### src/rtl/lsu_pkg.sv
// Shared definitions for the MEM-stage load/store unit: memory-op encoding,
// FSM state encoding and small op-classification helpers.
package lsu_pkg;

  localparam logic [3:0] OP_NONE = 4'd0;
  localparam logic [3:0] OP_LB   = 4'd1;
  localparam logic [3:0] OP_LH   = 4'd2;
  localparam logic [3:0] OP_LW   = 4'd3;
  localparam logic [3:0] OP_LBU  = 4'd4;
  localparam logic [3:0] OP_LHU  = 4'd5;
  localparam logic [3:0] OP_SB   = 4'd6;
  localparam logic [3:0] OP_SH   = 4'd7;
  localparam logic [3:0] OP_SW   = 4'd8;

  typedef enum logic [2:0] {
    ST_IDLE  = 3'd0,
    ST_REQ   = 3'd1,
    ST_WAIT  = 3'd2,
    ST_DONE  = 3'd3,
    ST_DRAIN = 3'd4
  } lsu_state_e;

  function automatic logic op_is_load(input logic [3:0] op);
    return (op >= OP_LB) && (op <= OP_LHU);
  endfunction

  function automatic logic op_is_store(input logic [3:0] op);
    return (op >= OP_SB) && (op <= OP_SW);
  endfunction

  function automatic logic op_is_mem(input logic [3:0] op);
    return (op >= OP_LB) && (op <= OP_SW);
  endfunction

  function automatic logic op_misaligned(input logic [3:0] op, input logic [1:0] addr_lo);
    case (op)
      OP_LH, OP_LHU, OP_SH: return addr_lo[0];
      OP_LW, OP_SW:         return |addr_lo;
      default:              return 1'b0;
    endcase
  endfunction

endpackage

### src/rtl/lsu_align.sv
// Combinational lane handling for 32-bit data: load extract/extend and store
// strobe generation with data replication. Kept standalone for reuse.
module lsu_align
  import lsu_pkg::*;
(
  input  logic [3:0]  op,
  input  logic [1:0]  addr_lo,
  input  logic [31:0] store_data,
  input  logic [31:0] rdata,
  output logic [31:0] load_data,
  output logic [3:0]  wstrb,
  output logic [31:0] wdata
);

  logic [15:0] lane;

  always_comb begin
    lane      = 16'(rdata >> {addr_lo, 3'b000});
    load_data = rdata;
    wstrb     = 4'b0000;
    wdata     = store_data;
    case (op)
      OP_LB:  load_data = {{24{lane[7]}}, lane[7:0]};
      OP_LBU: load_data = {24'd0, lane[7:0]};
      OP_LH:  load_data = {{16{lane[15]}}, lane[15:0]};
      OP_LHU: load_data = {16'd0, lane[15:0]};
      OP_SB: begin
        wstrb = 4'b0001 << addr_lo;
        wdata = {4{store_data[7:0]}};
      end
      OP_SH: begin
        wstrb = 4'b0011 << addr_lo;
        wdata = {2{store_data[15:0]}};
      end
      OP_SW:  wstrb = 4'hF;
      default: ;
    endcase
  end

endmodule

### src/rtl/mem_stage_lsu.sv
// Multi-cycle MEM pipeline stage: holds one instruction, issues at most one
// SRAM request via addr_ok/data_ok, formats load results, and drains on flush.
//
// state | meaning
// IDLE  | no instruction held
// REQ   | request on the bus, waiting for addr_ok (never withdrawn)
// WAIT  | request accepted, waiting for data_ok
// DONE  | result ready, offered to WB
// DRAIN | instruction flushed, swallowing the one response still in flight
module mem_stage_lsu
  import lsu_pkg::*;
#(
  parameter int ADDR_W = 32,
  parameter int RF_AW  = 5,
  parameter int DATA_W = 32
) (
  input  logic              clk,
  input  logic              resetn,
  input  logic              ex_to_mem_valid,
  output logic              mem_allowin,
  input  logic [ADDR_W-1:0] ex_pc,
  input  logic [DATA_W-1:0] ex_alu_result,
  input  logic [3:0]        ex_mem_op,
  input  logic [DATA_W-1:0] ex_rkd_value,
  input  logic              ex_rf_we,
  input  logic [RF_AW-1:0]  ex_rf_waddr,
  input  logic              flush,
  output logic              mem_to_wb_valid,
  input  logic              wb_allowin,
  output logic [ADDR_W-1:0] mem_pc,
  output logic              mem_rf_we,
  output logic [RF_AW-1:0]  mem_rf_waddr,
  output logic [DATA_W-1:0] mem_rf_wdata,
  output logic              mem_ale,
  output logic              data_req,
  output logic              data_wr,
  output logic [3:0]        data_wstrb,
  output logic [ADDR_W-1:0] data_addr,
  output logic [DATA_W-1:0] data_wdata,
  input  logic              data_addr_ok,
  input  logic              data_data_ok,
  input  logic [DATA_W-1:0] data_rdata
);

  lsu_state_e        state_q, state_d, entry_state;
  logic              mem_valid_q, mem_valid_d;
  logic [ADDR_W-1:0] pc_q, pc_d;
  logic [DATA_W-1:0] alu_q, alu_d;
  logic [DATA_W-1:0] rkd_q, rkd_d;
  logic [DATA_W-1:0] result_q, result_d;
  logic [3:0]        op_q, op_d;
  logic              rf_we_q, rf_we_d;
  logic [RF_AW-1:0]  rf_waddr_q, rf_waddr_d;
  logic              ale_q, ale_d;

  logic              accept;
  logic              ex_misaligned;
  logic [ADDR_W-1:0] addr_full;
  logic [DATA_W-1:0] load_data;
  logic [DATA_W-1:0] store_wdata;
  logic [3:0]        store_wstrb;

  lsu_align u_align (
    .op         (op_q),
    .addr_lo    (alu_q[1:0]),
    .store_data (rkd_q),
    .rdata      (data_rdata),
    .load_data  (load_data),
    .wstrb      (store_wstrb),
    .wdata      (store_wdata)
  );

  assign addr_full     = ADDR_W'(alu_q);
  assign ex_misaligned = op_misaligned(ex_mem_op, ex_alu_result[1:0]);
  assign entry_state   = (op_is_mem(ex_mem_op) && !ex_misaligned) ? ST_REQ : ST_DONE;

  // A flush in the same cycle blocks acceptance so EX never sees a phantom handoff.
  assign mem_allowin = ((~mem_valid_q & ~(state_q inside {ST_REQ, ST_WAIT, ST_DRAIN}))
                       | ((state_q == ST_DONE) & wb_allowin)) & ~flush;
  assign accept      = ex_to_mem_valid & mem_allowin;

  assign data_req        = (state_q == ST_REQ);
  assign data_wr         = data_req & op_is_store(op_q);
  assign data_wstrb      = store_wstrb;
  assign data_wdata      = store_wdata;
  assign data_addr       = {addr_full[ADDR_W-1:2], 2'b00};
  assign mem_to_wb_valid = (state_q == ST_DONE) & mem_valid_q;

  assign mem_pc       = pc_q;
  assign mem_rf_we    = rf_we_q & ~ale_q;
  assign mem_rf_waddr = rf_waddr_q;
  assign mem_rf_wdata = result_q;
  assign mem_ale      = ale_q;

  always_comb begin
    state_d     = state_q;
    mem_valid_d = mem_valid_q;
    pc_d        = pc_q;
    alu_d       = alu_q;
    rkd_d       = rkd_q;
    op_d        = op_q;
    rf_we_d     = rf_we_q;
    rf_waddr_d  = rf_waddr_q;
    ale_d       = ale_q;
    result_d    = result_q;

    case (state_q)
      ST_IDLE: if (accept) state_d = entry_state;
      // mem_valid_q low in REQ means a flush arrived while waiting for addr_ok.
      ST_REQ: if (data_addr_ok) state_d = (flush | ~mem_valid_q) ? ST_DRAIN : ST_WAIT;
      ST_WAIT: begin
        if (flush) begin
          state_d = data_data_ok ? ST_IDLE : ST_DRAIN;
        end else if (data_data_ok) begin
          state_d = ST_DONE;
          if (op_is_load(op_q)) result_d = load_data;
        end
      end
      ST_DRAIN: if (data_data_ok) state_d = ST_IDLE;
      ST_DONE: begin
        if (flush)           state_d = ST_IDLE;
        else if (wb_allowin) state_d = accept ? entry_state : ST_IDLE;
      end
      default: state_d = ST_IDLE;
    endcase

    if (accept) begin
      mem_valid_d = 1'b1;
      pc_d        = ex_pc;
      alu_d       = ex_alu_result;
      rkd_d       = ex_rkd_value;
      op_d        = ex_mem_op;
      rf_we_d     = ex_rf_we;
      rf_waddr_d  = ex_rf_waddr;
      ale_d       = ex_misaligned;
      result_d    = ex_alu_result;
    end else if (flush | (mem_to_wb_valid & wb_allowin)) begin
      mem_valid_d = 1'b0;
    end
  end

  always_ff @(posedge clk or negedge resetn) begin
    if (!resetn) begin
      state_q     <= ST_IDLE;
      mem_valid_q <= 1'b0;
      pc_q        <= '0;
      alu_q       <= '0;
      rkd_q       <= '0;
      op_q        <= OP_NONE;
      rf_we_q     <= 1'b0;
      rf_waddr_q  <= '0;
      ale_q       <= 1'b0;
      result_q    <= '0;
    end else begin
      state_q     <= state_d;
      mem_valid_q <= mem_valid_d;
      pc_q        <= pc_d;
      alu_q       <= alu_d;
      rkd_q       <= rkd_d;
      op_q        <= op_d;
      rf_we_q     <= rf_we_d;
      rf_waddr_q  <= rf_waddr_d;
      ale_q       <= ale_d;
      result_q    <= result_d;
    end
  end

endmodule

### config.mk
export PLATFORM = sky130hd
export DESIGN_NAME = mem_stage_lsu
export DESIGN_NICKNAME = d
export VERILOG_FILES = /design/src/rtl/lsu_pkg.sv /design/src/rtl/lsu_align.sv /design/src/rtl/mem_stage_lsu.sv
export SDC_FILE = /design/constraint.sdc
export NUM_CORES = 1
export LEC_CHECK = 0
export ABC_CLOCK_PERIOD_IN_PS = 2650
export CAP_MARGIN = 10
export CORE_UTILIZATION = 35
export CTS_CLUSTER_SIZE = 16
export DETAILED_ROUTE_END_ITERATION = 7
export GPL_ROUTABILITY_DRIVEN = 0
export PLACE_DENSITY = 0.62
export SLEW_MARGIN = 25
export SYNTH_ARGS = -nofsm -noshare
export SYNTH_HDL_FRONTEND = slang
export SYNTH_HIERARCHICAL = 1
export SYNTH_SLANG_ARGS = --single-unit
### constraint.sdc
create_clock -name clk -period 2.65 [get_ports clk]
set_clock_uncertainty 0.05 [all_clocks]
set_input_delay 0.265 -clock clk [delete_from_list [all_inputs] [get_ports clk]]
set_output_delay 0.265 -clock clk [all_outputs]
set_load 0.02 [all_outputs]
# == After elaboration in Yosys (flattened, before gate mapping) ==
# Index checks and enable logic that the tools add are counted.
# totals
elab_cells,95
regBits,143
# op_classes
n_eq_ne,22
muxes,23
n_lt_le_gt_ge,6
bitwise,15
n_shift,3
reduce_logical,16
# op_table
op,count
2-to-1 mux 32 bit,5
one-hot mux 32 bit (4 select lines),1
one-hot mux 32 bit (2 select lines),1
right shift 32 x 5 -> 16 bit,1
2-to-1 mux 3 bit,9
== test 4 x 3 -> 1 bit (second input constant),6
one-hot mux 3 bit (5 select lines),1
== test 4 x 2 -> 1 bit (second input constant),3
one-hot mux 4 bit (3 select lines),1
bitwise AND 1 bit,8
== test 4 bit (second input constant),2
>= comparator 4 x 1 -> 1 bit (second input constant),2
<= comparator 4 bit (second input constant),2
nonzero test 2 bit,4
== test 3 x 2 -> 1 bit (second input constant),2
inequality test 3 bit (second input constant),2
AND reduction 5 bit,1
== test 4 x 1 -> 1 bit (second input constant),1
>= comparator 4 x 3 -> 1 bit (second input constant),1
<= comparator 4 x 3 -> 1 bit (second input constant),1
logical AND 1 bit,4
2-to-1 mux 2 bit,2
inequality test 2 x 1 -> 1 bit (second input constant),2
inequality test 2 bit (second input constant),2
other kinds (14),21

# == Longest topological paths before layout ==
# Gate-level depths: netlist of run 1.
# depth
depth_word,11
depth_mapped,8
ltp_nobuf,5

# == Hierarchy ==
# The synthesis of run 1 kept the hierarchy.
# by_module_without_submodules
module,n_inst,cells_each,area_per_inst_um2
mem_stage_lsu,1,438,6667.6
lsu_align,1,208,1617.8

# == Worst setup path before layout of run 1 ==
# Ideal clock, no wire load.
# synth_path
path_type,register to register
start,register op_q[2]
end,"register result_q[3], in the netlist mem_rf_wdata[3]"
slack_ns,0.566
path_stages_with_launch,7
period_less_slack_ns,2.084
t_arrival_ns,1.909
path_cell_list,dfrtp_1 buf_2 o21a_4 o41a_1 o221a_2 mux2_1 mux2_2
# synth_between
elab_chain_len,7
# synth_lines
item,line,rtl
"start, declared",mem_stage_lsu.sv:51,"logic [3:0] op_q, op_d;"
"start signal, assigned",mem_stage_lsu.sv:160,op_q <= op_d;
"== test 4 x 3 -> 1 bit, or another cell as far along",lsu_align.sv:22,case (op)
one-hot mux 32 bit (4 select lines) (*),lsu_align.sv:22,
via load_data[3],mem_stage_lsu.sv:59,logic [DATA_W-1:0] load_data;
2-to-1 mux 32 bit (*),mem_stage_lsu.sv:116,if (op_is_load(op_q)) result_d = load_data;
2-to-1 mux 32 bit (*),mem_stage_lsu.sv:114,end else if (data_data_ok) begin
2-to-1 mux 32 bit (*),mem_stage_lsu.sv:112,if (flush) begin
2-to-1 mux 32 bit (*),mem_stage_lsu.sv:107,case (state_q)
2-to-1 mux 32 bit (*),mem_stage_lsu.sv:127,if (accept) begin
"end signal, assigned",mem_stage_lsu.sv:164,result_q <= result_d;
"end, declared",mem_stage_lsu.sv:50,"logic [DATA_W-1:0] result_q, result_d;"
# Mark *: on every way through the listed nets, which the timed path passes. The rest lies on a longest branch. The select of a mux whose other input is x is not followed.
# A chain may end at the register's enable or synchronous reset.

# == Final worst setup path of run 1 ==
# layout_path
start,register op_q[1]
end,output data_wdata[22]
# layout_between
elab_chain_len,2
# layout_lines
item,line,rtl
== test 4 x 3 -> 1 bit,lsu_align.sv:22,
one-hot mux 32 bit (2 select lines) (*),lsu_align.sv:22,
"end, declared",mem_stage_lsu.sv:39,"output logic [DATA_W-1:0] data_wdata,"
# Mark *: on every way between the ends. The rest lies on a longest branch, timed or not.

==> flow_metrics.py, run 1 <==
metrics = {
    "run_status": {
        "status": "completed",
    },
    "cells_and_area": {
        "drive_gt1_share_pct": 28.63,
        "synthToLayoutAreaGrowth_pct": 43.23,
        "finalNetCount": 1047,
        "stdcell_count": 1229,
    },
    "place": {
        "io_buffers": 285,
        "dpl.hpwl_mm": 16.49,
        "place_inst": 1190,
    },
    "global_routing": {
        "use_met2_pct": 30.44,
        "antenna_found_initial": 1,
        "track_usage_pct": 19.03,
        "grt.overflow.total": 0,
        "use_met3_pct": 6.056,
        "grt_pass1_vias": 6274,
        "grt_max_degree": 66,
        "met1_usage_pct": 24.62,
        "busiest_layer": "met2",
        "grt_pass1_wl_mm": 35.42,
    },
    "die": {
        "die_h_um": 155.9,
        "core_mm2": 0.02292,
        "die_w_um": 155.9,
        "die-area_mm2": 0.02429,
        "ioPinCount": 288,
        "start_util_pct": 36.16,
        "rows": 55,
    },
    "setup_path": {
        "cp_max_fo": 28,
        "cp_cell_sequence": "nand3b_1, buf_12, mux2_2, clkdlybuf4s50_1",
        "path_class": "reg2out",
        "cp.arrival_ns": 2.25,
        "end_kind": "output port",
        "crit_required_ns": 2.34,
        "start_kind": "register",
        "slowest_delay_ns": 0.56,
        "slowest_stage": "clkdlybuf4s50_1",
        "rrSetupSlack_ns": 0.33,
    },
    "detailed_routing": {
        "drt-pass1-iter-count": 5,
        "detail-route-antenna-nets": 0,
        "drt-initial-drc-count": 265,
        "routed-via-count": 5949,
        "route.detailed.wl_per_inst_um": 18.57,
        "wirelength_mm": 22.83,
        "avgViaCountPerCell": 4.841,
        "drc_errors": 0,
    },
    "sta": {
        "hold_viol": 0,
        "relSlewSlack_pct": 57.93,
        "rsz0062_at_grt": "false",
        "fmax_ghz": 0.3906,
        "tightest_slew_ns": 0.6310,
        "post-route-period-util_pct": 96.61,
        "finalSetupViolations": 0,
        "min_period_ns": 2.560,
        "final_max_slew_viol_count": 0,
    },
    "synthesis": {
        "synth_most_common_cell": "dfrtp_1",
        "synth_common_cells": "dfrtp_1, mux2_4, mux2_2",
        "async_flop_share_pct": 100.0,
        "yosys-top-cells-area": "dfrtp_1, mux2_4, mux2_2",
        "yosysSeqAreaShare_pct": 43.19,
        "synth_largest_area_cell": "dfrtp_1",
        "synth_edf_count": 0,
        "syn_inst": 646,
        "yosys_most_used_dff": "dfrtp_1",
        "ys_types": 58,
        "avgSynthCellArea_um2": 12.83,
        "synth_seq_cells": 143,
        "ys.warnings.count": 6,
        "netlist_area_mm2": 0.008285,
        "synth_top_area_share_pct": 43.19,
    },
    "clocking": {
        "cts_tree": "done",
        "htree_levels": 4,
        "root_buffer": "clkbuf_16",
        "clk_pin_slew_ns": 0.07,
        "cts-buffers-inserted": 17,
        "clk_latency_ns": 0.42,
        "clock-sinks": 143,
        "clockBufferDepth": 2,
    },
    "min_path": {
        "hold_class": "in2async",
    },
    "run": {
        "maxCapViolations": 0,
    },
    "power": {
        "p_per_area_mw_per_mm2": 1298,
        "power_uw": 15410,
        "leakage_uw": 0.005301,
        "ir_drop_mv": 0.5684,
    },
}
layout by cell type, fill, tap and decap left out, types with 3 or more instances in the layout:
cell type / instances
clkdlybuf4s50_1: 267
dfrtp_1: 140
mux2_4: 88
mux2_2: 78
buf_4: 33
inv_1: 32
mux2_1: 28
o221ai_1: 25
mux2i_1: 18
clkbuf_16: 17
o21ai_0: 16
nand2_1: 13
nor2b_1: 12
nor2_1: 11
nand3b_1: 10
dlymetal6s2s_1: 8
o41a_1: 7
o2111ai_1: 7
a2bb2oi_1: 7
or3b_2: 6
o211ai_1: 6
nand2b_1: 5
a21oi_1: 5
dlygate4sd2_1: 5
buf_12: 5
clkinvlp_4: 4
inv_6: 4
clkinv_4: 4
nor3_1: 3
dfrtp_2: 3
final timing paths:
kind | from | to | cells after the start
worst max-delay path | op_q[1] | data_wdata[22] | 4
worst min-delay path | resetn | mem_pc[15] | 2
worst max register to register | op_q[1] | mem_rf_wdata[3] | 7
worst min register to register | rf_we_q | rf_we_q | 1
max in group asynchronous | resetn | rkd_q[27] | 3
min in group clk | ex_rf_waddr[3] | mem_rf_waddr[3] | 2
repair_timing:
item	4_1_cts	5_1_grt
cloned	0	0
setup buffers	2	3
setup endpoints to repair	20	19
resized for setup	10	11
pin swaps	2	1
endpoints found under the hold margin	62	0
hold buffers	1	0
power breakdown:
part | leakage (µW) | internal, µW | switching (µW) | total [µW]
logic | 0.00334 | 4850 | 4090 | 8940
registers | 0.00169 | 3320 | 787 | 4110
clock network | 0.000267 | 1330 | 1030 | 2360
total | 0.00530 | 9510 | 5900 | 15400
cell families after synthesis:
logic type | synth area share (%)
compound gates | 8.834
buf+inv | 8.774
flops | 43.19
mux | 32.80
other cells | 0.04526
simple gates | 6.358
stage by stage:
| stage | area [µm²] | hold WS, ns | util, % | setup TNS [ns] | setup WS, ns |
|---|---|---|---|---|---|
| after CTS | 11810 | 0.3650 | 51.55 | -0.01192 | -0.01192 |
| after global routing | 11870 | 0.3710 | 51.79 | 0 | 0.009183 |
| after floorplan | 8289 | -0.08059 | - | 0 | 0.5663 |
| after detailed placement | 11200 | 0.2541 | 48.89 | 0 | 0.1323 |
| after global placement | 11200 | 0.2604 | 48.89 | 0 | 0.1577 |
| final | 11870 | 0.3347 | 51.79 | 0 | 0.08974 |
per-layer routing:
metal	up-vias	part of all wire (%)
li1	2828	-
met1	2908	45
met2	198	47
met3	15	7.4
met4	0	1.0
met5	-	0
area by class of cell:
class,count,area [µm²]
Clock inverter,13,130.1
Multi-Input combinational cell,387,4009
Timing Repair Buffer,320,3186
Antenna cell,1,2.502
Tap cell,313,391.6
Fill cell,2079,11050
Sequential cell,143,3582
Clock buffer,19,442.9
Inverter,33,123.9
state kept, by name, summed over array words and instances (netlist names):
| signal | flops |
|---|---|
| mem_valid_q | 1 |
| addr_full | 32 |
| rf_we_q | 1 |
| mem_rf_wdata | 32 |
| rkd_q | 32 |
| mem_ale | 1 |
| mem_rf_waddr | 5 |
| op_q | 4 |
| mem_pc | 32 |
| state_q | 3 |
worst max-delay path: cells and delay by family, from the launching register on:
kind,cells,cell delay (ns)
buf+inv,2,0.78
flops,1,0.45
simple gates,1,0.25
mux,1,0.35
Power figures use the tool's default switching activity.
==> run 2, diff against run 1 <==
Settings changed: CELL_PAD_IN_SITES_DETAIL_PLACEMENT from default to 0, CELL_PAD_IN_SITES_GLOBAL_PLACEMENT from default to 1, PLACE_DENSITY 0.62 to 0.77.
==> run 2 against run 1 <==
Sequential power barely moved. Sequential share of layout area barely moved. Total power rose by 0.64%. Maximum frequency rose by 0.39%. Via count fell by 0.24%. Critical path depth did not move. Largest power group unchanged. Highest routed layer unchanged.
==> flow_metrics.py, run 2 (same netlist as run 1, synthesis figures left out) <==
metrics = {
    "sta": {
        "setup_slack_ns": 0.09967,
        "finalSetupViolations": 0,
        "tightest_slew_ns": 0.5325,
        "relSlewSlack_pct": 64.36,
        "setup_tns_ns": 0,
        "post-route-period-util_pct": 96.24,
        "hold_viol": 0,
        "fmax_ghz": 0.3921,
        "min_period_ns": 2.550,
        "rsz0062_at_grt": "false",
        "final_max_slew_viol_count": 0,
    },
    "setup_path": {
        "start_kind": "register",
        "cp_cell_sequence": "nand3b_1, buf_6, mux2_2, clkdlybuf4s50_1",
        "crit_required_ns": 2.34,
        "reg2reg_to": "mem_rf_wdata[3]",
        "end_kind": "output port",
        "path_class": "reg2out",
        "worstRegToRegCells": 7,
        "rrSetupSlack_ns": 0.30,
        "cp.arrival_ns": 2.24,
        "slowest_stage": "clkdlybuf4s50_1",
        "reg2reg_from": "op_q[1]",
        "path_buf_inv": 2,
        "slowest_delay_ns": 0.56,
        "crit_family": "buffers and inverters",
        "cp_max_fo": 24,
    },
    "cells_and_area": {
        "fin_util_pct": 51.77,
        "final_cell_mix": "clkdlybuf4s50_1, dfrtp_1, mux2_4",
        "stdcell_count": 1226,
        "final_common_cell": "clkdlybuf4s50_1",
        "finalNetCount": 1045,
        "drive_gt1_share_pct": 28.37,
        "seq_area_mm2": 0.003581,
        "fillerInstances": 2056,
        "antenna_cells": 0,
        "synthToLayoutAreaGrowth_pct": 43.17,
        "multi_input_area_mm2": 0.004004,
    },
    "die": {
        "die_w_um": 155.9,
        "core_mm2": 0.02292,
        "die-area_mm2": 0.02429,
        "rows": 55,
        "start_util_pct": 36.16,
        "die_h_um": 155.9,
        "ioPinCount": 288,
    },
    "min_path": {
        "hold_class": "in2async",
    },
    "clocking": {
        "clock-sinks": 143,
        "clockBufferDepth": 2,
        "cts-buffers-inserted": 17,
        "root_buffer": "clkbuf_16",
        "clk_pin_slew_ns": 0.07,
        "htree_levels": 4,
        "clk_latency_ns": 0.41,
        "cts_tree": "done",
    },
    "place": {
        "place_ws_ns": 0.1293,
        "io_buffers": 285,
        "dpl.hpwl_mm": 16.75,
        "place_inst": 1192,
    },
    "power": {
        "power_uw": 15510,
        "ir_drop_mv": 0.6859,
        "p_per_area_mw_per_mm2": 1307,
        "leakage_uw": 0.005299,
    },
    "detailed_routing": {
        "drt-initial-drc-count": 249,
        "avgViaCountPerCell": 4.841,
        "drc_errors": 0,
        "routed-via-count": 5935,
        "wirelength_mm": 22.89,
        "detail-route-antenna-nets": 0,
        "route.detailed.wl_per_inst_um": 18.67,
        "drt-pass1-iter-count": 4,
    },
    "global_routing": {
        "antenna_found_initial": 0,
        "grt_pass1_vias": 6177,
        "grt.overflow.total": 0,
        "grt_max_degree": 62,
        "grt_pass1_wl_mm": 35.65,
        "track_usage_pct": 19.10,
    },
    "run": {
        "maxCapViolations": 0,
    },
    "run_status": {
        "status": "completed",
    },
}
[run 2: changes by cell type in the layout (fill, tap and decap cells not counted), sizes merged]
cell           delta
buf               -2
bufinv            +1
clkbuf            -1
clkdlybuf4s50     +3
clkinv            +1
clkinvlp          -2
diode             -1
dlygate4sd2       -3
inv               +1
[run 2: power breakdown]
group | leakage [µW] | switching [µW] | total (µW) | internal (µW)
clock network | 0.000282 | 1030 | 2430 | 1400
registers | 0.00170 | 776 | 4090 | 3320
logic | 0.00332 | 4120 | 8980 | 4860
total | 0.00530 | 5920 | 15500 | 9580
[run 2: metal layers]
layer	track usage [%]	up-vias	routed length, µm
met5	0	-	0
met4	4.528	0	264
met3	6.583	15	1917
met2	30.23	209	10520
met1	24.96	2886	10180
li1	-	2825	-
[run 2: area by class of cell]
type                       count  share of cell area [%]
multi-input combinational    387                   33.75
sequential                   143                   30.19
timing repair buffer         318                   26.79
clock buffer                  18                   3.618
tap                          313                   3.301
clock inverter                14                   1.308
inverter                      33                   1.044
[run 2: stage by stage]
stage,cell area (µm²),hold slack (ns)
global route,11860,0.2968
finish,11860,0.2815
detailed placement,11230,0.1793
global placement,11230,0.1782
floorplan,8289,-0.08059
CTS,11840,0.2914
[run 2: how the worst max path moves through the flow]
stage	to	slack (ns)	start	cells after the start
2_1_floorplan	mem_rf_wdata[3]	0.57	op_q[2]	6
3_3_place_gp	mem_rf_wdata[18]	0.18	data_rdata[31]	6
3_5_place_dp	mem_rf_wdata[25]	0.13	data_rdata[31]	6
4_1_cts	data_wdata[22]	-0.0009	op_q[1]	4
5_1_grt	data_wdata[22]	0.02	op_q[1]	4
6_report	data_wdata[22]	0.1	op_q[1]	4
[run 2: worst register-to-register path, stage by stage (launching register included)]
cell and delay (ns):
dfrtp_2 0.44, buf_4 0.17, nor3_4 0.43, nor3_4 0.10, buf_4 0.22, o221a_2 0.30, mux2_1 0.27, mux2_2 0.25
[run 2: what timing repair did]
item                                    in CTS  in global routing
endpoints found under the hold margin       42                  0
gates resized for setup                      3                 11
pin swaps                                    1                  0
endpoints found under the setup margin      17                 19
setup buffers                                1                  0
hold buffers                                 1                  0
